<file path="src/rtl/cmul_rr_scheduler.sv">
// Round-robin front end that shares one complex multiplier among N_REQ requesters.
// One operation is in flight at a time: grant, issue, wait for the result, deliver it.
module cmul_rr_scheduler #(
  parameter int N_REQ      = 2,
  parameter int DATA_WIDTH = 16,
  parameter int RES_WIDTH  = 66,
  parameter int TIMEOUT    = 255
) (
  input  logic                          clk,
  input  logic                          rst,
  input  logic                          sw_rst,
  input  logic [N_REQ-1:0]              req_val,
  input  logic [N_REQ*4*DATA_WIDTH-1:0] req_data,
  output logic [N_REQ-1:0]              req_ready,
  output logic                          mul_op_val,
  input  logic                          mul_op_ready,
  output logic [4*DATA_WIDTH-1:0]       mul_op_data,
  input  logic                          mul_res_val,
  output logic                          mul_res_ready,
  input  logic [RES_WIDTH-1:0]          mul_res_data,
  output logic [N_REQ-1:0]              rsp_val,
  input  logic [N_REQ-1:0]              rsp_ready,
  output logic [RES_WIDTH-1:0]          rsp_data,
  output logic [$clog2(N_REQ)-1:0]      owner_id,
  output logic                          busy,
  output logic                          timeout_err
);

  localparam int ID_W = $clog2(N_REQ);
  localparam int OP_W = 4 * DATA_WIDTH;
  localparam logic [15:0] WD_LAST = 16'(TIMEOUT - 1);

  localparam logic [1:0] S_IDLE    = 2'd0;
  localparam logic [1:0] S_ISSUE   = 2'd1;
  localparam logic [1:0] S_WAIT    = 2'd2;
  localparam logic [1:0] S_DELIVER = 2'd3;

  logic [1:0]           state;
  logic [ID_W-1:0]      rr_ptr;
  logic [15:0]          wd_cnt;
  logic [OP_W-1:0]      op_reg;
  logic [RES_WIDTH-1:0] res_reg;
  logic                 quiet;
  logic                 grant_found;
  logic [ID_W-1:0]      grant_idx;
  logic [ID_W-1:0]      owner_next;

  // Any reset in progress suppresses every handshake, so nothing is accepted or offered.
  assign quiet         = rst | sw_rst;
  assign busy          = (state != S_IDLE);
  assign mul_op_val    = (state == S_ISSUE) && !quiet;
  assign mul_res_ready = (state == S_WAIT) && !quiet;
  assign mul_op_data   = op_reg;
  assign rsp_data      = res_reg;
  assign owner_next    = (owner_id == ID_W'(N_REQ - 1)) ? '0 : owner_id + ID_W'(1);

  // Search starts at rr_ptr and wraps, so the last served requester goes to the back.
  always_comb begin
    int idx;
    idx         = 0;
    grant_found = 1'b0;
    grant_idx   = '0;
    for (int k = 0; k < N_REQ; k++) begin
      idx = int'(rr_ptr) + k;
      if (idx >= N_REQ) idx = idx - N_REQ;
      if (!grant_found && req_val[idx]) begin
        grant_found = 1'b1;
        grant_idx   = ID_W'(idx);
      end
    end
  end

  always_comb begin
    req_ready = '0;
    rsp_val   = '0;
    for (int i = 0; i < N_REQ; i++) begin
      req_ready[i] = !quiet && (state == S_IDLE) && grant_found && (grant_idx == ID_W'(i));
      rsp_val[i]   = !quiet && (state == S_DELIVER) && (owner_id == ID_W'(i));
    end
  end

  always_ff @(posedge clk or posedge rst) begin
    if (rst) begin
      state       <= S_IDLE;
      rr_ptr      <= '0;
      owner_id    <= '0;
      wd_cnt      <= '0;
      op_reg      <= '0;
      res_reg     <= '0;
      timeout_err <= 1'b0;
    end else if (sw_rst) begin
      state       <= S_IDLE;
      rr_ptr      <= '0;
      owner_id    <= '0;
      wd_cnt      <= '0;
      op_reg      <= '0;
      res_reg     <= '0;
      timeout_err <= 1'b0;
    end else begin
      timeout_err <= 1'b0;
      case (state)
        S_IDLE: begin
          if (grant_found) begin
            op_reg   <= req_data[int'(grant_idx)*OP_W +: OP_W];
            owner_id <= grant_idx;
            state    <= S_ISSUE;
          end
        end
        S_ISSUE: begin
          if (mul_op_ready) begin
            wd_cnt <= '0;
            state  <= S_WAIT;
          end
        end
        S_WAIT: begin
          // A result on the final watchdog cycle still wins over the abort.
          if (mul_res_val) begin
            res_reg <= mul_res_data;
            state   <= S_DELIVER;
          end else if (wd_cnt == WD_LAST) begin
            timeout_err <= 1'b1;
            rr_ptr      <= owner_next;
            state       <= S_IDLE;
          end else begin
            wd_cnt <= wd_cnt + 16'd1;
          end
        end
        S_DELIVER: begin
          if (rsp_ready[owner_id]) begin
            rr_ptr <= owner_next;
            state  <= S_IDLE;
          end
        end
        default: state <= S_IDLE;
      endcase
    end
  end

endmodule
</file>
<file path="config.mk">
export PLATFORM = sky130hd
export DESIGN_NAME = cmul_rr_scheduler
export DESIGN_NICKNAME = d
export VERILOG_FILES = /design/src/rtl/cmul_rr_scheduler.sv
export SDC_FILE = /design/constraint.sdc
export NUM_CORES = 1
export LEC_CHECK = 0
export ABC_AREA = 1
export CORE_ASPECT_RATIO = 0.75
export CORE_MARGIN = 5
export CORE_UTILIZATION = 25
export CTS_CLUSTER_DIAMETER = 100
export DETAILED_ROUTE_END_ITERATION = 8
export GPL_ROUTABILITY_DRIVEN = 0
export PLACE_DENSITY = 0.63
export SLEW_MARGIN = 20
export SYNTH_ARGS = -nofsm -noshare
export SYNTH_HDL_FRONTEND = slang
export SYNTH_SLANG_ARGS = --single-unit
</file>
<file path="constraint.sdc">
create_clock -name clk -period 4.9 [get_ports clk]
set_input_delay 0.735 -clock clk [delete_from_list [all_inputs] [get_ports clk]]
set_output_delay 0.735 -clock clk [all_outputs]
set_load 0.005 [all_outputs]
</file>
==> results of run 1 <==
per-stage QoR:
step	instances	util, %
5_1_grt	1601	41.2
6_report	1601	41.2
4_1_cts	1600	41.1
2_1_floorplan	881	-
3_5_place_dp	1568	38.9
3_3_place_gp	1567	38.8
cells in the mapped netlist:
cell type,n,area [um2]
nand2_1,228,856
dfrtp_1,151,3780
o21ai_0,129,646
nor2_1,105,394
inv_1,89,334
o31ai_1,64,480
nand3_1,28,140
clkbuf_1,21,78.8
buf_2,19,95.1
buf_6,8,90.1
xor2_1,5,43.8
inv_2,4,15.0
nand4_1,3,18.8
nor2_2,3,18.8
nor3_1,3,15.0
buf_4,2,15.0
ha_1,2,25.0
nor2_4,2,22.5
o21ai_1,2,10.0
o21bai_1,2,15.0
a21oi_1,1,5.00
buf_1,1,3.75
clkinv_1,1,3.75
nand2_4,1,11.3
nand3_2,1,10.0
nand3b_1,1,7.51
nor2_8,1,20.0
nor4_1,1,6.26
o21ai_2,1,8.76
or2_2,1,6.26
xnor2_1,1,8.76
per-layer routing:
metal | track usage, % | vias up | share of wire [%]
li1 | - | 3489 | -
met1 | 20.3 | 3317 | 43
met2 | 25.4 | 306 | 46
met3 | 5.78 | 23 | 9.5
met4 | 4.34 | 0 | 1.8
met5 | 0 | - | 0
state kept, by name, indices dropped and copies added (netlist names):
register     flops
mul_op_data     64
owner_id         1
rr_ptr           1
rsp_data        66
state            2
timeout_err      1
wd_cnt          16
where the power goes:
part           leakage (nW)  switching (W)  internal [W]
clock network         0.308       0.000600      0.000826
logic                  2.47       0.000650      0.000696
registers              2.03       0.000141       0.00147
kinds of logic after synthesis:
logic type	after synthesis	share of synthesized area, %
AO/OA/AOI/OAI	199	16.2
XOR/XNOR	6	0.732
adder cells (fa/ha/maj)	2	0.348
buffers and inverters	145	8.85
flip-flops	151	52.6
AND/OR/NAND/NOR	378	21.3
critical path, delay by kind of cell:
kind,cells,cell delay [ps]
and+or+nand+nor,2,570
buffers and inverters,4,1250
path summary, 6_finish.rpt:
check / startpoint / to / slack [ps] / cells after the start
max reg2reg: state[0] / mul_op_data[35] / 2860 / 7
min reg2reg: mul_op_data[47] / mul_op_data[47] / 480 / 2
min: mul_op_data[47] / mul_op_data[47] / 480 / 2
min in group asynchronous: rst / rsp_data[42] / 760 / 2
max in group asynchronous: rst / mul_op_data[5] / 3470 / 3
max: sw_rst / req_ready[0] / 1600 / 6
layout make-up:
type / instances / area [um2]
Clock inverter: 15 / 205
Tap cell: 385 / 482
Timing Repair Buffer: 354 / 3580
Multi-Input combinational cell: 585 / 2780
Sequential cell: 151 / 3780
Inverter: 94 / 358
Clock buffer: 17 / 425
Fill cell: 2817 / 16600
==> out/metrics.json, run 1 <==
{
  "cts-resized-gates": {"value": 0},
  "clock_skew": {"value": 10.4, "unit": "ps"},
  "post-place-ws": {"value": 1590, "unit": "ps"},
  "drcViolationCount": {"value": 0},
  "post-layout-total-power": {"value": 0.00438, "unit": "W"},
  "grt_antenna_before_repair": {"value": 0},
  "area_delta_synth_final": {"value": 61.6, "unit": "%"},
  "timing.fmax": {"value": 0.303, "unit": "GHz"},
  "vias_per_cell": {"value": 4.46},
  "number_of_cells_produced_by_synthesis": {"value": 881},
  "rsz0062_at_grt": {"value": "false"},
  "end_kind": {"value": "output port"},
  "drt-wirelength-per-cell": {"value": 16.3, "unit": "um"},
  "critical_path.most_common_cell": {"value": "clkdlybuf4s50_1"},
  "layout_common_cells": {"value": "341 x clkdlybuf4s50_1, 227 x nand2_1, 151 x dfrtp_1"},
  "worstHoldPathType": {"value": "reg2reg"},
  "setup-violations-final": {"value": 0},
  "design.core.area": {"value": 0.0282, "unit": "mm2"},
  "slew_at_the_pin_closest_to_its_max_slew_limit": {"value": 842, "unit": "ps"},
  "numCtsBuffers": {"value": 17},
  "row_count": {"value": 53},
  "power_density": {"value": 377, "unit": "mW/mm2"},
  "period_minus_ws_final": {"value": 3300, "unit": "ps"},
  "path_cells": {"value": "clkdlybuf4s50_1 > buf_4 > nor2_1 > inv_1 > nor4_1 > clkdlybuf4s50_1"},
  "count_of_endpoints_failing_hold_in_the_final_timing_report": {"value": 0},
  "die_height": {"value": 157, "unit": "um"},
  "syn_nets": {"value": 1086},
  "clock_tree.htree_level_count": {"value": 4},
  "outcome": {"value": "complete, no violations"},
  "worst_ir_drop_vdd": {"value": 0.238, "unit": "mV"},
  "ctsHoldBuffers": {"value": 0},
  "synth_warn": {"value": 0},
  "clockRootBuffer": {"value": "clkbuf_16"},
  "routed_wl": {"value": 26000, "unit": "um"},
  "clk_latency": {"value": 420, "unit": "ps"},
  "worstPathMaxFanout": {"value": 11},
  "timing.setup.critical_path_class": {"value": "in2out"},
  "floorplan.die_area": {"value": 0.0323, "unit": "mm2"},
  "cts.path.max_buffers": {"value": 2},
  "commonest_non_fill_non_tap_cell_in_the_layout": {"value": "clkdlybuf4s50_1"},
  "critPathArrivalTime": {"value": 2560, "unit": "ps"},
  "ant_nets": {"value": 0},
  "setup_total_negative_slack": {"value": 0, "unit": "ps"},
  "largest_stage_delay_worst_path": {"value": 550, "unit": "ps"},
  "startpoint_type": {"value": "primary input"},
  "post_synth.cell_area_avg": {"value": 8.15, "unit": "um2"},
  "dpl_cell_area": {"value": 0.0110, "unit": "mm2"},
  "drt-pass1-iter-count": {"value": 5},
  "insertedDiodeCount": {"value": 0},
  "cellLeakagePower": {"value": 4.80, "unit": "nW"},
  "cts_tree": {"value": "yes"},
  "die_w": {"value": 206, "unit": "um"},
  "layout_cells_sized_above_1": {"value": 5.02, "unit": "%"},
  "fin_area": {"value": 0.0116, "unit": "mm2"},
  "num_vias": {"value": 7135},
  "first_global_vias": {"value": 7110},
  "layout.nets": {"value": 1408},
  "portion_of_the_clock_cycle_consumed_by_the_worst_path_in_the_final_layout": {"value": 67.3, "unit": "%"},
  "port_buffers": {"value": 341},
  "ys_ff_latch": {"value": 151},
  "initial_cell_density_of_the_core": {"value": 25.5, "unit": "%"},
  "clk_pin_slew_worst_paths": {"value": 60, "unit": "ps"},
  "slew_violations": {"value": 0},
  "slew-limit-headroom": {"value": 43.7, "unit": "%"},
  "synth_cell_types": {"value": 31},
  "timing.critical_path.slowest_stage_cell": {"value": "clkdlybuf4s50_1"},
  "crit_required": {"value": 4160, "unit": "ps"},
  "pin_count": {"value": 342},
  "timing.final.ws_setup": {"value": 1600, "unit": "ps"},
  "max-cap-violations": {"value": 0},
  "clock_sink_count": {"value": 151},
  "syn-cell-area": {"value": 0.00718, "unit": "mm2"},
  "place.detailed.hpwl": {"value": 19000, "unit": "um"},
  "grt_max_degree": {"value": 99},
  "gr-total-overflow": {"value": 0},
  "hold_slack": {"value": 480, "unit": "ps"},
  "postCtsSetupBuffers": {"value": 0},
  "grt_first_pass_wirelength": {"value": 40300, "unit": "um"},
  "iteration_0_drc_markers": {"value": 425},
  "ys_seq_area_share": {"value": 52.6, "unit": "%"},
  "grt_use_total": {"value": 15.8, "unit": "%"}
}
Note: power is estimated with default switching activity, not from simulation.
==> run 2, diff against run 1 <==
==> constraint.sdc (replaced) <==
create_clock -name clk -period 3 [get_ports clk]
set_input_delay 0.45 -clock clk [delete_from_list [all_inputs] [get_ports clk]]
set_output_delay 0.45 -clock clk [all_outputs]
set_load 0.005 [all_outputs]
==> run 2 against run 1 <==
Compared with the run above: core utilization shrank 0.21 points; sequential share of layout area grew 0.17 points; critical path type unchanged; cell count shrank 0.25%; clock skew grew 3.0 ps; combinational power grew 59%; cell area shrank 0.52%.
==> out/metrics.json, run 2 (same netlist as run 1, synthesis figures left out) <==
{
  "dpl_cell_area": {"value": 0.0109, "unit": "mm2", "change": "-0.10%"},
  "floorplan.die_area": {"value": 0.0323, "unit": "mm2", "change": "unchanged"},
  "cts_tree": {"value": "yes"},
  "die_height": {"value": 157, "unit": "um", "change": "unchanged"},
  "max-cap-violations": {"value": 0, "change": "unchanged"},
  "drcViolationCount": {"value": 0, "change": "unchanged"},
  "worstPathMaxFanout": {"value": 4, "change": "-7"},
  "route.met3.wl": {"value": 2630, "unit": "um", "change": "+5.8%"},
  "setup.worst_path.start": {"value": "rst"},
  "grt_max_degree": {"value": 130, "change": "+31%"},
  "layout.nets": {"value": 1405, "change": "-0.21%"},
  "clk_latency": {"value": 430, "unit": "ps", "change": "about the same"},
  "iteration_0_drc_markers": {"value": 429, "change": "+0.94%"},
  "clock_skew": {"value": 13.4, "unit": "ps", "change": "+2.99 ps"},
  "gr-total-overflow": {"value": 0, "change": "unchanged"},
  "drt-wirelength-per-cell": {"value": 15.8, "unit": "um", "change": "-3.1%"},
  "worstHoldPathType": {"value": "reg2reg"},
  "cts-resized-gates": {"value": 0, "change": "unchanged"},
  "min_from": {"value": "mul_op_data[59]"},
  "timing.setup.critical_path_class": {"value": "in2out"},
  "grt_antenna_before_repair": {"value": 2, "change": "+2"},
  "clock_sink_count": {"value": 151, "change": "unchanged"},
  "critPathArrivalTime": {"value": 2090, "unit": "ps", "change": "-470 ps"},
  "routed_wl": {"value": 25200, "unit": "um", "change": "-3.3%"},
  "met1Wirelength": {"value": 10900, "unit": "um", "change": "-3.5%"},
  "place.detailed.hpwl": {"value": 18300, "unit": "um", "change": "-3.7%"},
  "reg2reg_from": {"value": "wd_cnt[0]"},
  "timing.fmax": {"value": 0.394, "unit": "GHz"},
  "setup-violations-final": {"value": 0, "change": "unchanged"},
  "dr_wl_met2": {"value": 11300, "unit": "um", "change": "-4.5%"},
  "postCtsSetupBuffers": {"value": 0, "change": "unchanged"},
  "holdPathStages": {"value": 2, "change": "unchanged"},
  "cts.path.max_buffers": {"value": 2, "change": "unchanged"},
  "crit_required": {"value": 2550, "unit": "ps", "change": "-1610 ps"},
  "slew-limit-headroom": {"value": 51.1, "unit": "%", "change": "+7.4 points"},
  "port_buffers": {"value": 341, "change": "unchanged"},
  "post-place-ws": {"value": 432, "unit": "ps", "change": "-1160 ps"},
  "layout_cells_sized_above_1": {"value": 4.70, "unit": "%", "change": "-0.31 points"},
  "end_kind": {"value": "output port"},
  "commonest_non_fill_non_tap_cell_in_the_layout": {"value": "clkdlybuf4s50_1"},
  "worst_ir_drop_vdd": {"value": 0.345, "unit": "mV", "change": "+45%"},
  "numCtsBuffers": {"value": 17, "change": "unchanged"},
  "slew_violations": {"value": 0, "change": "unchanged"},
  "startpoint_type": {"value": "primary input"},
  "die_w": {"value": 206, "unit": "um", "change": "unchanged"},
  "worstRegToRegCells": {"value": 9, "change": "+2"},
  "clockRootBuffer": {"value": "clkbuf_16"},
  "largest_register_ff_count": {"value": 66, "change": "unchanged"},
  "portion_of_the_clock_cycle_consumed_by_the_worst_path_in_the_final_layout": {"value": 84.6, "unit": "%"},
  "layout_common_cells": {"value": "341 x clkdlybuf4s50_1, 227 x nand2_1, 151 x dfrtp_1"},
  "pin_count": {"value": 342, "change": "unchanged"},
  "timing.final.ws_setup": {"value": 461, "unit": "ps", "change": "-1140 ps"},
  "ctsHoldBuffers": {"value": 0, "change": "unchanged"},
  "count_of_endpoints_failing_hold_in_the_final_timing_report": {"value": 0, "change": "unchanged"},
  "fin_area": {"value": 0.0115, "unit": "mm2", "change": "-0.52%"},
  "design.core.area": {"value": 0.0282, "unit": "mm2", "change": "unchanged"},
  "rsz0062_at_grt": {"value": "false"},
  "cellLeakagePower": {"value": 4.76, "unit": "nW", "change": "-0.84%"},
  "area_delta_synth_final": {"value": 60.8, "unit": "%"},
  "grt_first_pass_wirelength": {"value": 39800, "unit": "um", "change": "-1.2%"},
  "first_global_vias": {"value": 7094, "change": "-0.23%"},
  "outcome": {"value": "complete, no violations"},
  "ant_nets": {"value": 0, "change": "unchanged"},
  "period_minus_ws_final": {"value": 2540, "unit": "ps"},
  "row_count": {"value": 53, "change": "unchanged"},
  "num_vias": {"value": 7052, "change": "-1.2%"},
  "drt-pass1-iter-count": {"value": 5, "change": "unchanged"},
  "power_density": {"value": 610, "unit": "mW/mm2", "change": "+62%"},
  "final_core_util": {"value": 41.0, "unit": "%", "change": "-0.21 points"},
  "clock_tree.htree_level_count": {"value": 4, "change": "unchanged"},
  "insertedDiodeCount": {"value": 0, "change": "unchanged"},
  "hold_slack": {"value": 478, "unit": "ps", "change": "-2.37 ps"},
  "setup_total_negative_slack": {"value": 0, "unit": "ps", "change": "unchanged"},
  "grt_use_total": {"value": 15.6, "unit": "%", "change": "-0.25 points"},
  "clk_pin_slew_worst_paths": {"value": 60, "unit": "ps", "change": "about the same"},
  "slew_at_the_pin_closest_to_its_max_slew_limit": {"value": 734, "unit": "ps", "change": "-109 ps"},
  "vias_per_cell": {"value": 4.42, "change": "-0.92%"},
  "highest_layer": {"value": "met5"},
  "initial_cell_density_of_the_core": {"value": 25.5, "unit": "%", "change": "unchanged"}
}
run 2: changes by cell type in the layout (fill, tap and decap cells not counted), moves of 2 or more:
cell	previous run	this run
buf_12	2	4
inv_6	6	3
buf_16	2	0
clkinvlp_4	1	3
inv_8	3	1
buf_4	9	6
run 2: layout make-up:
type                    count  area, um2
clock inverters            13        170
fillers                  2812      16600
inverters                  94        357
well taps                 385        482
flip-flops and latches    151       3780
clock buffers              18        439
repair buffers            351       3540
multi-input cells         585       2780
run 2: layer usage:
layer  vias to the layer above  GRT usage (%)
li1                       3475              -
met1                      3282           20.0
met2                       264           24.3
met3                        27           6.53
met4                         4           4.21
met5                         -              0
run 2: final timing paths:
| check | endpoint | slack, ps |
|---|---|---|
| setup / recovery | req_ready[0] | 460 |
| hold / removal | mul_op_data[59] | 480 |
| setup reg to reg | wd_cnt[9] | 1200 |
| hold reg to reg | mul_op_data[59] | 480 |
| max in group asynchronous | wd_cnt[0] | 1670 |
| min in group asynchronous | owner_id | 710 |
run 2: report_power, final:
| group | total (W) | switching (W) | internal, W |
|---|---|---|---|
| Clock | 0.00228 | 0.000937 | 0.00134 |
| Sequential | 0.00262 | 0.000218 | 0.00240 |
| Combinational | 0.00215 | 0.00103 | 0.00112 |
run 2: stage by stage:
stage	cells	total power [W]
after floorplan	881	0.00356
after global placement	1566	0.00482
after detailed placement	1566	0.00484
after CTS	1597	0.00716
after global routing	1597	0.00749
final	1597	0.00704
run 2: critical path: stages:
cell and delay [ps]:
clkdlybuf4s50_1 550, nor2_1 190, inv_1 80, nor4_1 220
clkdlybuf4s50_1 590
==> run 3, diff against run 2 <==
==> constraint.sdc (replaced) <==
create_clock -name clk -period 2.1 [get_ports clk]
set_input_delay 0.315 -clock clk [delete_from_list [all_inputs] [get_ports clk]]
set_output_delay 0.315 -clock clk [all_outputs]
set_load 0.005 [all_outputs]
==> run 3 against run 2 <==
Compared with the run above: worst setup slack worse by 370 ps; clock-buffer cell count increased by 1; critical path depth decreased by 1; total power grew 46%; combinational power grew 53%; global-route usage shrank 0.15 points; via count up 1.6%; sequential share of layout area fell by 0.60 points; sequential power is 43% higher.
==> out/metrics.json, run 3 (same netlist as run 1, synthesis figures left out) <==
{
  "crit_required": {"value": 1780, "unit": "ps", "change": "-770 ps"},
  "grt_antenna_before_repair": {"value": 1, "change": "-1"},
  "cts.path.max_buffers": {"value": 2, "change": "unchanged"},
  "pin_count": {"value": 342, "change": "unchanged"},
  "post-place-ws": {"value": -165, "unit": "ps", "change": "-597 ps"},
  "portion_of_the_clock_cycle_consumed_by_the_worst_path_in_the_final_layout": {"value": 95.5, "unit": "%"},
  "routed_wl": {"value": 25600, "unit": "um", "change": "+1.7%"},
  "place.detailed.hpwl": {"value": 18800, "unit": "um", "change": "+2.6%"},
  "worstPathMaxFanout": {"value": 3, "change": "-1"},
  "startpoint_type": {"value": "flop"},
  "drt-pass1-iter-count": {"value": 5, "change": "unchanged"},
  "gr-total-overflow": {"value": 0, "change": "unchanged"},
  "grt_first_pass_wirelength": {"value": 39600, "unit": "um", "change": "-0.47%"},
  "timing.final.ws_setup": {"value": 94.5, "unit": "ps", "change": "-366 ps"},
  "dp.cells": {"value": 1585, "change": "+1.2%"},
  "layout_common_cells": {"value": "335 x clkdlybuf4s50_1, 226 x nand2_1, 151 x dfrtp_1"},
  "timing.fmax": {"value": 0.499, "unit": "GHz"},
  "insertedDiodeCount": {"value": 0, "change": "unchanged"},
  "setup-violations-final": {"value": 0, "change": "unchanged"},
  "clk_pin_slew_worst_paths": {"value": 60, "unit": "ps", "change": "about the same"},
  "worstRegToRegCells": {"value": 8, "change": "-1"},
  "power_density": {"value": 875, "unit": "mW/mm2", "change": "+44%"},
  "cellLeakagePower": {"value": 4.93, "unit": "nW", "change": "+3.5%"},
  "port_buffers": {"value": 341, "change": "unchanged"},
  "die_w": {"value": 206, "unit": "um", "change": "unchanged"},
  "timing.setup.critical_path_class": {"value": "reg2out"},
  "final_core_util": {"value": 41.7, "unit": "%", "change": "+0.76 points"},
  "period_minus_ws_final": {"value": 2010, "unit": "ps"},
  "drcViolationCount": {"value": 0, "change": "unchanged"},
  "slew_at_the_pin_closest_to_its_max_slew_limit": {"value": 628, "unit": "ps", "change": "-105 ps"},
  "reg2reg_from": {"value": "state[0]"},
  "drt-wirelength-per-cell": {"value": 15.8, "unit": "um", "change": "+0.36%"},
  "ant_nets": {"value": 0, "change": "unchanged"},
  "commonest_non_fill_non_tap_cell_in_the_layout": {"value": "clkdlybuf4s50_1"},
  "critPathArrivalTime": {"value": 1690, "unit": "ps", "change": "-400 ps"},
  "vias_per_cell": {"value": 4.42, "change": "+0.21%"},
  "num_vias": {"value": 7164, "change": "+1.6%"},
  "count_of_endpoints_failing_hold_in_the_final_timing_report": {"value": 0, "change": "unchanged"},
  "end_kind": {"value": "output port"},
  "design.core.area": {"value": 0.0282, "unit": "mm2", "change": "unchanged"},
  "layout_cells_sized_above_1": {"value": 6.56, "unit": "%", "change": "+1.9 points"},
  "grt_use_total": {"value": 15.4, "unit": "%", "change": "-0.15 points"},
  "path_cells": {"value": "buf_4 > nor2_2 > inv_2 > clkdlybuf4s50_1"},
  "outcome": {"value": "complete, no violations"},
  "setup.worst_path.start": {"value": "state[1]"},
  "clock_tree.htree_level_count": {"value": 4, "change": "unchanged"},
  "area_delta_synth_final": {"value": 63.8, "unit": "%"},
  "rsz0062_at_grt": {"value": "false"},
  "slew_violations": {"value": 0, "change": "unchanged"},
  "largest_stage_delay_worst_path": {"value": 480, "unit": "ps", "change": "-110 ps"},
  "floorplan.die_area": {"value": 0.0323, "unit": "mm2", "change": "unchanged"},
  "slew-limit-headroom": {"value": 58.1, "unit": "%", "change": "+7.0 points"},
  "die_height": {"value": 157, "unit": "um", "change": "unchanged"},
  "worstHoldPathType": {"value": "in2async"},
  "final-instance-count-excl-fill": {"value": 1619, "change": "+1.4%"},
  "max-cap-violations": {"value": 0, "change": "unchanged"},
  "timing.critical_path.slowest_stage_cell": {"value": "clkdlybuf4s50_1"},
  "cts_tree": {"value": "yes"},
  "initial_cell_density_of_the_core": {"value": 25.5, "unit": "%", "change": "unchanged"},
  "numCtsBuffers": {"value": 17, "change": "unchanged"},
  "worst_ir_drop_vdd": {"value": 0.522, "unit": "mV", "change": "+52%"},
  "largest_register_ff_count": {"value": 66, "change": "unchanged"},
  "first_global_vias": {"value": 7103, "change": "+0.13%"},
  "clockRootBuffer": {"value": "clkbuf_16"},
  "clock_sink_count": {"value": 151, "change": "unchanged"},
  "iteration_0_drc_markers": {"value": 399, "change": "-7.0%"},
  "row_count": {"value": 53, "change": "unchanged"},
  "grt_max_degree": {"value": 89, "change": "-32%"},
  "clk_latency": {"value": 420, "unit": "ps", "change": "about the same"},
  "clock_skew": {"value": 11.9, "unit": "ps", "change": "-1.53 ps"},
  "layout.nets": {"value": 1427, "change": "+1.6%"}
}
-- run 3: through the flow --
step / hold slack [ps] / power (W) / instance area, um2 / TNS (ps)
finish: 337 / 0.0103 / 11800 / 0
global route: 345 / 0.0109 / 11800 / 0
CTS: 325 / 0.0105 / 11800 / 0
detailed placement: 467 / 0.00707 / 11100 / -7560
global placement: 459 / 0.00706 / 11100 / -3200
floorplan: 388 / 0.00509 / 7190 / -17810
-- run 3: worst paths after layout --
path                              endpoint  slack (ps)
max                                   busy          90
min                        mul_op_data[62]         340
max reg2reg                   rsp_data[63]         280
min reg2reg                mul_op_data[44]         480
max in group asynchronous  mul_op_data[45]        1180
min in group clk              rsp_data[15]         450
-- run 3: worst max-delay path, delay by kind of cell, from the launching register on --
| kind | cells | cell delay [ps] |
|---|---|---|
| buffers and inverters | 3 | 710 |
| flip-flops | 1 | 430 |
| AND/OR/NAND/NOR | 1 | 130 |
-- run 3: final cells by class --
class,count,area (um2)
multi-input combinational,585,2790
fill,2758,16400
sequential,151,3780
inverter,94,357
clock buffer,19,453
timing repair buffer,373,3740
tap,385,482
clock inverter,12,166
-- run 3: per-layer routing --
| layer | track usage, % | up-vias | routed length [um] |
|---|---|---|---|
| met1 | 19.4 | 3309 | 10900 |
| met2 | 24.2 | 298 | 11400 |
| met3 | 6.94 | 31 | 2750 |
| met5 | 0 | - | 13 |
| met4 | 4.37 | 2 | 514 |
| li1 | - | 3524 | - |
-- run 3: what timing repair did --
action	in CTS	in global routing
gates cloned	0	0
pin swaps	2	0
buffers inserted	3	0
setup endpoints to repair	6	22
resized for setup	7	4
hold buffers	0	0
-- run 3: where the power goes --
part	internal, W	leakage, nW	switching [W]	total [W]
Clock	0.00195	0.302	0.00131	0.00326
Combinational	0.00176	2.60	0.00153	0.00329
Sequential	0.00342	2.03	0.000319	0.00374
